### config.mk
export PLATFORM = sky130hd
export DESIGN_NAME = clk_edge_monitor
export DESIGN_NICKNAME = d
export VERILOG_FILES = /design/src/rtl/clk_edge_monitor.sv
export SDC_FILE = /design/constraint.sdc
export NUM_CORES = 1
export LEC_CHECK = 0
export ABC_AREA = 1
export ABC_CLOCK_PERIOD_IN_PS = 3000
export CAP_MARGIN = 20
export CORE_AREA = 2 2 89 74
export DETAILED_ROUTE_END_ITERATION = 8
export DIE_AREA = 0 0 91 76
export PLACE_DENSITY_LB_ADDON = 0.15
export RECOVER_POWER = 100
export SYNTH_ARGS = -nofsm -noshare
export SYNTH_HDL_FRONTEND = slang
export SYNTH_SLANG_ARGS = --single-unit
export TNS_END_PERCENT = 30
### constraint.sdc
create_clock -name clk -period 3 [get_ports clk]
set_input_delay 0.45 -clock clk [delete_from_list [all_inputs] [get_ports clk]]
set_output_delay 0.45 -clock clk [all_outputs]
set_load 0.01 [all_outputs]
### src/rtl/clk_edge_monitor.sv
// Turns an asynchronous slow clock/strobe into single-cycle edge enables and tracks its period, lock and stall status.
// Edge enables appear SYNC_STAGES+1 clocks after the input is first sampled; there is no backpressure and every synchronized edge gives one pulse.
module clk_edge_monitor #(
    parameter int SYNC_STAGES = 2,
    parameter int PERIOD_W    = 16,
    parameter int TIMEOUT     = 1000,
    parameter int LOCK_COUNT  = 4
) (
    input  logic                clk,
    input  logic                rst_n,
    input  logic                slow_in,
    output logic                tick,
    output logic                fall_tick,
    output logic [PERIOD_W-1:0] period,
    output logic                period_valid,
    output logic                locked,
    output logic                stalled,
    output logic [1:0]          state
);

    typedef enum logic [1:0] {
        SEARCH = 2'd0,
        FIRST  = 2'd1,
        TRACK  = 2'd2,
        STALL  = 2'd3
    } state_t;

    localparam logic [PERIOD_W-1:0] TIMEOUT_V = PERIOD_W'(TIMEOUT);
    localparam logic [3:0]          LOCK_V    = 4'(LOCK_COUNT);

    logic [SYNC_STAGES-1:0] sync_q;
    logic                   sync_dat;
    logic                   prev_q;
    logic                   rise;
    logic                   fall;

    logic [PERIOD_W-1:0]    cnt;
    logic [PERIOD_W-1:0]    cnt_inc;
    logic                   timed_out;

    state_t                 cur_state;
    state_t                 nxt_state;
    logic [3:0]             match;
    logic [3:0]             match_nxt;
    logic [PERIOD_W-1:0]    period_nxt;
    logic                   period_valid_nxt;
    logic                   locked_nxt;

    assign sync_dat  = sync_q[SYNC_STAGES-1];
    assign rise      = sync_dat & ~prev_q;
    assign fall      = ~sync_dat & prev_q;
    assign cnt_inc   = cnt + {{(PERIOD_W-1){1'b0}}, 1'b1};
    assign timed_out = (cnt == TIMEOUT_V);

    always_ff @(posedge clk or negedge rst_n) begin
        if (!rst_n) begin
            sync_q    <= '0;
            prev_q    <= 1'b0;
            tick      <= 1'b0;
            fall_tick <= 1'b0;
        end else begin
            sync_q    <= {sync_q[SYNC_STAGES-2:0], slow_in};
            prev_q    <= sync_dat;
            tick      <= rise;
            fall_tick <= fall;
        end
    end

    // Saturates at TIMEOUT so a dead source parks the counter instead of wrapping.
    always_ff @(posedge clk or negedge rst_n) begin
        if (!rst_n) begin
            cnt <= '0;
        end else if (rise) begin
            cnt <= '0;
        end else if (!timed_out) begin
            cnt <= cnt_inc;
        end
    end

    always_comb begin
        nxt_state        = cur_state;
        period_nxt       = period;
        period_valid_nxt = 1'b0;
        match_nxt        = match;
        case (cur_state)
            SEARCH: begin
                if (rise) begin
                    nxt_state = FIRST;
                    match_nxt = 4'd0;
                end else if (timed_out) begin
                    nxt_state = STALL;
                end
            end
            FIRST: begin
                if (rise) begin
                    nxt_state        = TRACK;
                    period_nxt       = cnt_inc;
                    period_valid_nxt = 1'b1;
                    match_nxt        = 4'd0;
                end else if (timed_out) begin
                    nxt_state = STALL;
                end
            end
            TRACK: begin
                if (rise) begin
                    period_nxt       = cnt_inc;
                    period_valid_nxt = 1'b1;
                    if (cnt_inc == period) begin
                        match_nxt = (match >= LOCK_V) ? LOCK_V : match + 4'd1;
                    end else begin
                        match_nxt = 4'd0;
                    end
                end else if (timed_out) begin
                    nxt_state = STALL;
                end
            end
            STALL: begin
                // The period across a stall is meaningless, so no update here.
                if (rise) begin
                    nxt_state = FIRST;
                    match_nxt = 4'd0;
                end
            end
        endcase
        locked_nxt = (nxt_state == TRACK) && (match_nxt == LOCK_V);
    end

    always_ff @(posedge clk or negedge rst_n) begin
        if (!rst_n) begin
            cur_state    <= SEARCH;
            period       <= '0;
            period_valid <= 1'b0;
            match        <= 4'd0;
            locked       <= 1'b0;
        end else begin
            cur_state    <= nxt_state;
            period       <= period_nxt;
            period_valid <= period_valid_nxt;
            match        <= match_nxt;
            locked       <= locked_nxt;
        end
    end

    assign state   = cur_state;
    assign stalled = (cur_state == STALL);

endmodule

==> flow_metrics.py, run 1 <==
metrics = {
    "global_route": {
        "grt_max_degree": 46,
        "grtUsageTotal_pct": 19.5,
        "overflow": 0,
        "antenna_found_initial": 0,
        "grt_pass1_vias": 2222,
        "grt_first_pass_wirelength_um": 10900,
    },
    "synthesis": {
        "synth_area_sq_um": 2660,
        "syn_nets": 386,
        "synth-seq-cells": 45,
        "yosysWarningCount": 0,
        "synth-edff-count": 0,
        "synth-seq-area-share_pct": 42.3,
        "yosysUniqueCellTypes": 24,
        "avgSynthCellArea_sq_um": 7.10,
        "synthDominantCellAreaShare_pct": 42.3,
        "ys.flop_type": "dfrtp_1",
        "netlist_instances": 375,
        "synth-async-reset-ratio_pct": 100,
        "synth_area_leader_cell": "dfrtp_1",
        "synth_area_leaders": "dfrtp_1 42%, nand2_1 17%, nand3_1 7.1%",
    },
    "floorplanning": {
        "io_pins": 26,
        "rows": 26,
        "die_h_um": 76,
        "die_area_sq_um": 6920,
        "core_area_sq_um": 6120,
        "die_width_um": 91,
        "start_util_pct": 43.5,
    },
    "critical_path": {
        "path_class": "register to register",
        "critPathRequiredTime_ns": 3.20,
        "cp_slowest_stage_delay_ns": 0.54,
        "crit_buf_inv": 0,
        "cp_cell_sequence": "nand2_1 -> nor2_1 -> nand2_2 -> nand2_1 -> nand2_1 -> nand2_1 -> nand2_1 -> nor2_1 -> nand2_1 -> nor2_1 -> nand4_1 -> nand3_1 -> nor2_1",
        "cp-start-kind": "register",
        "cp_common_cell": "nand2_1",
        "cpMaxStageDelayCell": "nor2_1",
        "startpoint": "cnt[5]",
        "r2r_start": "cnt[5]",
        "cp_max_fo": 7,
        "critical_path.top_delay_family": "simple AND/OR/NAND/NOR gates",
        "critPathArrivalTime_ns": 2.61,
        "setup.worst_path.end_class": "register",
    },
    "timing": {
        "layout_min_cycle_time_ns": 2.41,
        "period_share_pct": 80.3,
        "slew_viol_final": 0,
        "hold_viol_final": 0,
        "setup_viol": 0,
        "setup_slack_ns": 0.590,
        "worstMarginPinSlew_ns": 1.28,
        "finalSetupTns_ns": 0,
        "skew_ns": 0.00325,
        "rsz0062_at_grt": "false",
        "slew_headroom_pct": 14.5,
        "clock.fmax_ghz": 0.415,
    },
    "clocking": {
        "numCtsBuffers": 5,
        "post_cts_buffers": 0,
        "clock_sinks": 45,
        "cts_tree": "done",
        "clock_latency_ns": 0.30,
        "htree_levels": 2,
        "cts_root_buf": "clkbuf_8",
        "clockBufferDepth": 2,
        "cts_hold_buf": 0,
        "cts-resized-gates": 0,
        "clk_pin_slew_ns": 0.08,
    },
    "pwr": {
        "netSwitchingPower_w": 0.000649,
        "internal_power_w": 0.00112,
        "power_w": 0.00177,
        "ir_worst_vdd_mv": 0.207,
        "p_per_area_nw_per_um2": 572,
        "swShare_pct": 36.6,
        "comb_power_share_pct": 34.0,
        "power.leakage_nw": 1.57,
        "clockPowerShare_pct": 23.5,
        "p_seq_share_pct": 42.5,
    },
    "finish": {
        "area.growth.synth_to_final_pct": 16.4,
        "antennaDiodeCount": 0,
        "fin_nets": 417,
        "fillers": 633,
        "fin_util_pct": 50.7,
        "mostFrequentLayoutCells": "124 x nand2_1, 49 x inv_1, 48 x nor2_1",
        "drive_gt1_share_pct": 4.42,
        "layout.cells.non_filler": 491,
        "layout_commonest_cell": "nand2_1",
    },
    "job": {
        "drv_cap": 0,
    },
    "drt": {
        "via_per_inst": 4.84,
        "drt_first_pass_iters": 4,
        "drt_iter0_drc": 155,
        "wl_per_cell_um": 12.8,
        "antenna_left": 0,
        "drc": 0,
        "finalWirelength_um": 6300,
        "via_count": 2377,
    },
    "place": {
        "io_buffer_count": 25,
        "dp.cells": 482,
        "gp_congestion": 0.928,
        "pre_cts_ws_ns": 0.822,
        "hpwlAfterDp_um": 4810,
    },
    "run_status": {
        "status": "completed",
    },
    "hold_path": {
        "hold_class": "primary input to asynchronous set/reset pin",
    },
}
## sequential cells by signal, summed over array words and instances, names as in the netlist
signal / cells
cnt: 16
fall_tick: 1
locked: 1
match: 4
period: 16
period_valid: 1
prev_q: 1
state: 2
sync_q: 2
tick: 1
## layout make-up
cell class / instances / area (sq um) / share of cell area (%)
well taps: 84 / 105 / 3.39
inverters: 49 / 184 / 5.94
repair buffers: 29 / 259 / 8.36
clock buffers: 7 / 96.3 / 3.11
flip-flops and latches: 45 / 1130 / 36.3
multi-input cells: 276 / 1320 / 42.7
clock inverters: 1 / 5.00 / 0.162
## cell usage after synthesis, types with 4 or more instances
cell type and number:
nor2_4 4, inv_1 48, o21ai_0 19, dfrtp_1 45
nand3_1 38, clkbuf_1 5, nand3b_1 4, nand4_1 13
nand2_1 123, nor2_1 47, nand2_2 4, ha_1 8
## power by group through the flow
stage          Combinational (W)  Clock (W)  Sequential [W]
4_1_cts                 0.000634   0.000434        0.000755
5_1_grt                 0.000697   0.000460        0.000769
3_3_place_gp            0.000633          0        0.000764
6_report                0.000602   0.000417        0.000753
2_1_floorplan           0.000389          0        0.000773
3_5_place_dp            0.000630          0        0.000767
## stage by stage
step / hold WS, ns / instance area, sq um
CTS: 0.356 / 3120
finish: 0.357 / 3100
floorplan: 0.154 / 2660
global route: 0.376 / 3100
detailed placement: 0.342 / 3020
global placement: 0.348 / 3020
## kinds of logic after synthesis
logic type / count (synthesis) / share of synthesized area, %
DFF: 45 / 42.3
buffers and inverters: 54 / 7.62
adders and majority gates: 8 / 3.76
AOI/OAI and AO/OA: 25 / 5.22
and+or+nand+nor: 240 / 39.6
xor gates and xnor gates: 3 / 1.50
## path summary, 6_finish.rpt
kind | endpoint | slack [ns] | cells after the start
worst max-delay path | locked | 0.59 | 13
worst min-delay path | period[6] | 0.36 | 1
worst max register to register | locked | 0.59 | 13
worst min register to register | sync_q[1] | 0.36 | 0
max in group asynchronous | fall_tick | 0.91 | 2
min in group clk | sync_q[1] | 0.36 | 0
## worst register-to-register path: stages (launching register included)
cell     delay [ns]
dfrtp_1        0.44
nand2_1        0.15
nor2_1         0.54
nand2_2        0.18
nand2_1        0.12
nand2_1        0.08
nand2_1        0.09
nand2_1        0.05
nor2_1         0.18
nand2_1        0.07
nor2_1         0.11
nand4_1        0.13
nand3_1        0.10
nor2_1         0.05
## layer usage
layer  GRT usage [%]  wire length, um  share of wire, %
met5               0                0                 0
met4            4.39               48              0.76
met3            3.56              319               5.1
met2            28.3             2610                41
met1            30.3             3320                53
Note: power is estimated with default switching activity, not from simulation.
==> run 2: changes to the inputs <==
--- a/config.mk
+++ b/config.mk
@@ -6,7 +6,7 @@
 export NUM_CORES = 1
 export LEC_CHECK = 0
 export ABC_AREA = 1
-export ABC_CLOCK_PERIOD_IN_PS = 3000
+export ABC_CLOCK_PERIOD_IN_PS = 2190
 export CAP_MARGIN = 20
 export CORE_AREA = 2 2 89 74
 export DETAILED_ROUTE_END_ITERATION = 8
==> constraint.sdc (replaced) <==
create_clock -name clk -period 2.19 [get_ports clk]
set_input_delay 0.3285 -clock clk [delete_from_list [all_inputs] [get_ports clk]]
set_output_delay 0.3285 -clock clk [all_outputs]
set_load 0.01 [all_outputs]
==> flow_metrics.py, run 2 (synthesis gave the netlist of run 1 again) <==
metrics = {
    "run_status": {
        "status": "completed",
    },
    "drt": {
        "via_count": 2450,
        "antenna_left": 0,
        "drt_iter0_drc": 156,
        "drc": 0,
        "drt_first_pass_iters": 4,
        "via_per_inst": 4.90,
        "wl_per_cell_um": 13.0,
        "finalWirelength_um": 6510,
    },
    "clocking": {
        "htree_levels": 2,
        "clock_sinks": 45,
        "clockBufferDepth": 2,
        "numCtsBuffers": 5,
        "clock_latency_ns": 0.30,
        "cts_root_buf": "clkbuf_8",
        "cts_tree": "done",
        "clk_pin_slew_ns": 0.09,
        "cts_hold_buf": 0,
    },
    "job": {
        "drv_cap": 0,
    },
    "finish": {
        "fillers": 645,
        "drive_gt1_share_pct": 11.3,
        "area.growth.synth_to_final_pct": 21.5,
        "reg_top3": "cnt x16, period x16, match x4",
        "mostFrequentLayoutCells": "120 x nand2_1, 48 x inv_1, 43 x nor2_1",
        "layout_commonest_cell": "nand2_1",
        "fin_nets": 426,
        "antennaDiodeCount": 0,
        "layout.cells.non_filler": 500,
        "fin_util_pct": 52.9,
    },
    "floorplanning": {
        "start_util_pct": 43.5,
        "io_pins": 26,
        "die_width_um": 91,
        "rows": 26,
        "die_area_sq_um": 6920,
        "die_h_um": 76,
        "core_area_sq_um": 6120,
    },
    "critical_path": {
        "reg2reg_setup_slack_ns": 0.19,
        "timing.critical_path.to": "locked",
        "path_class": "register to register",
        "cp_slowest_stage_delay_ns": 0.42,
        "cp_cell_sequence": "ha_4 -> nand2_2 -> nor2_4 -> nand2_1 -> nand3b_1 -> nand2_1 -> nor2_1 -> nand3_1 -> nor2_2 -> nand3_1 -> o21ai_2 -> nand2_1 -> nor2_1",
        "cp_common_cell": "nand2_1",
        "startpoint": "cnt[1]",
        "cp-start-kind": "register",
        "r2r_start": "cnt[1]",
        "critPathRequiredTime_ns": 2.42,
        "setup.worst_path.end_class": "register",
        "critPathArrivalTime_ns": 2.23,
        "cp_max_fo": 8,
        "cpMaxStageDelayCell": "dfrtp_1",
        "r2r_end": "locked",
        "r2r_cells": 13,
    },
    "timing": {
        "period_share_pct": 91.2,
        "hold_viol_final": 0,
        "worstMarginPinSlew_ns": 1.11,
        "slew_headroom_pct": 26.3,
        "layout_min_cycle_time_ns": 2.00,
        "setup_viol": 0,
        "skew_ns": 0.0100,
        "finalSetupTns_ns": 0,
        "slew_viol_final": 0,
        "clock.fmax_ghz": 0.501,
    },
    "global_route": {
        "grt_max_degree": 46,
        "grt_first_pass_wirelength_um": 11000,
        "grt_pass1_vias": 2328,
        "grtUsageTotal_pct": 19.8,
        "overflow": 0,
        "antenna_found_initial": 0,
    },
    "pwr": {
        "ir_worst_vdd_mv": 0.284,
        "p_per_area_nw_per_um2": 782,
        "power.leakage_nw": 1.57,
    },
    "hold_path": {
        "hold_class": "primary input to asynchronous set/reset pin",
    },
    "place": {
        "dp.cells": 486,
        "gp_congestion": 0.909,
        "hpwlAfterDp_um": 4930,
        "io_buffer_count": 25,
    },
}
run 2: power breakdown:
part / leakage [nW] / internal, W / switching (W)
logic: 0.916 / 0.000395 / 0.000520
registers: 0.599 / 0.000930 / 0.000115
clock network: 0.0542 / 0.000285 / 0.000285
total: 1.57 / 0.00161 / 0.000920
run 2: repair_timing:
action,CTS,global route
setup buffers,0,6
endpoints found under the setup margin,0,3
gates resized for setup,0,13
run 2: through the flow:
stage	total power [W]	hold WS, ns	worst slack [ns]	instance area (sq um)
floorplan	0.00159	0.0329	0.364	2660
finish	0.00253	0.298	0.193	3230
detailed placement	0.00193	0.339	0.0304	3050
global placement	0.00192	0.348	0.119	3050
global route	0.00274	0.381	-0.0171	3230
CTS	0.00251	0.122	0.0284	3150
run 2: metal layers:
layer	GRT usage [%]	up-vias	share of wire, %
li1	-	1271	-
met1	28.3	1129	50
met2	30.2	43	44
met3	4.06	7	4.5
met4	6.67	0	1.2
met5	0	-	0
run 2: worst max-delay path, delay by kind of cell, from the launching register on:
kind / cells / cell delay, ns
AND/OR/NAND/NOR: 11 / 1.17
flip-flops: 1 / 0.42
adder cells (fa/ha/maj): 1 / 0.18
AO/OA/AOI/OAI: 1 / 0.16
run 2: layout make-up:
cell class              instances  area (sq um)  share of cell area [%]
clock buffers                   7          96.3                    2.98
clock inverters                 1          5.00                   0.155
inverters                      49           184                    5.69
multi-input cells             276          1360                    42.1
flip-flops and latches         45          1130                    35.0
well taps                      84           105                    3.25
repair buffers                 38           350                    10.8
run 2: worst min-delay path by stage:
| stage | endpoint | slack (ns) |
|---|---|---|
| floorplan | cnt[0] | 0.03 |
| global placement | sync_q[1] | 0.35 |
| detailed placement | sync_q[1] | 0.34 |
| CTS | period[7] | 0.12 |
| global route | sync_q[1] | 0.38 |
| finish | period[7] | 0.30 |
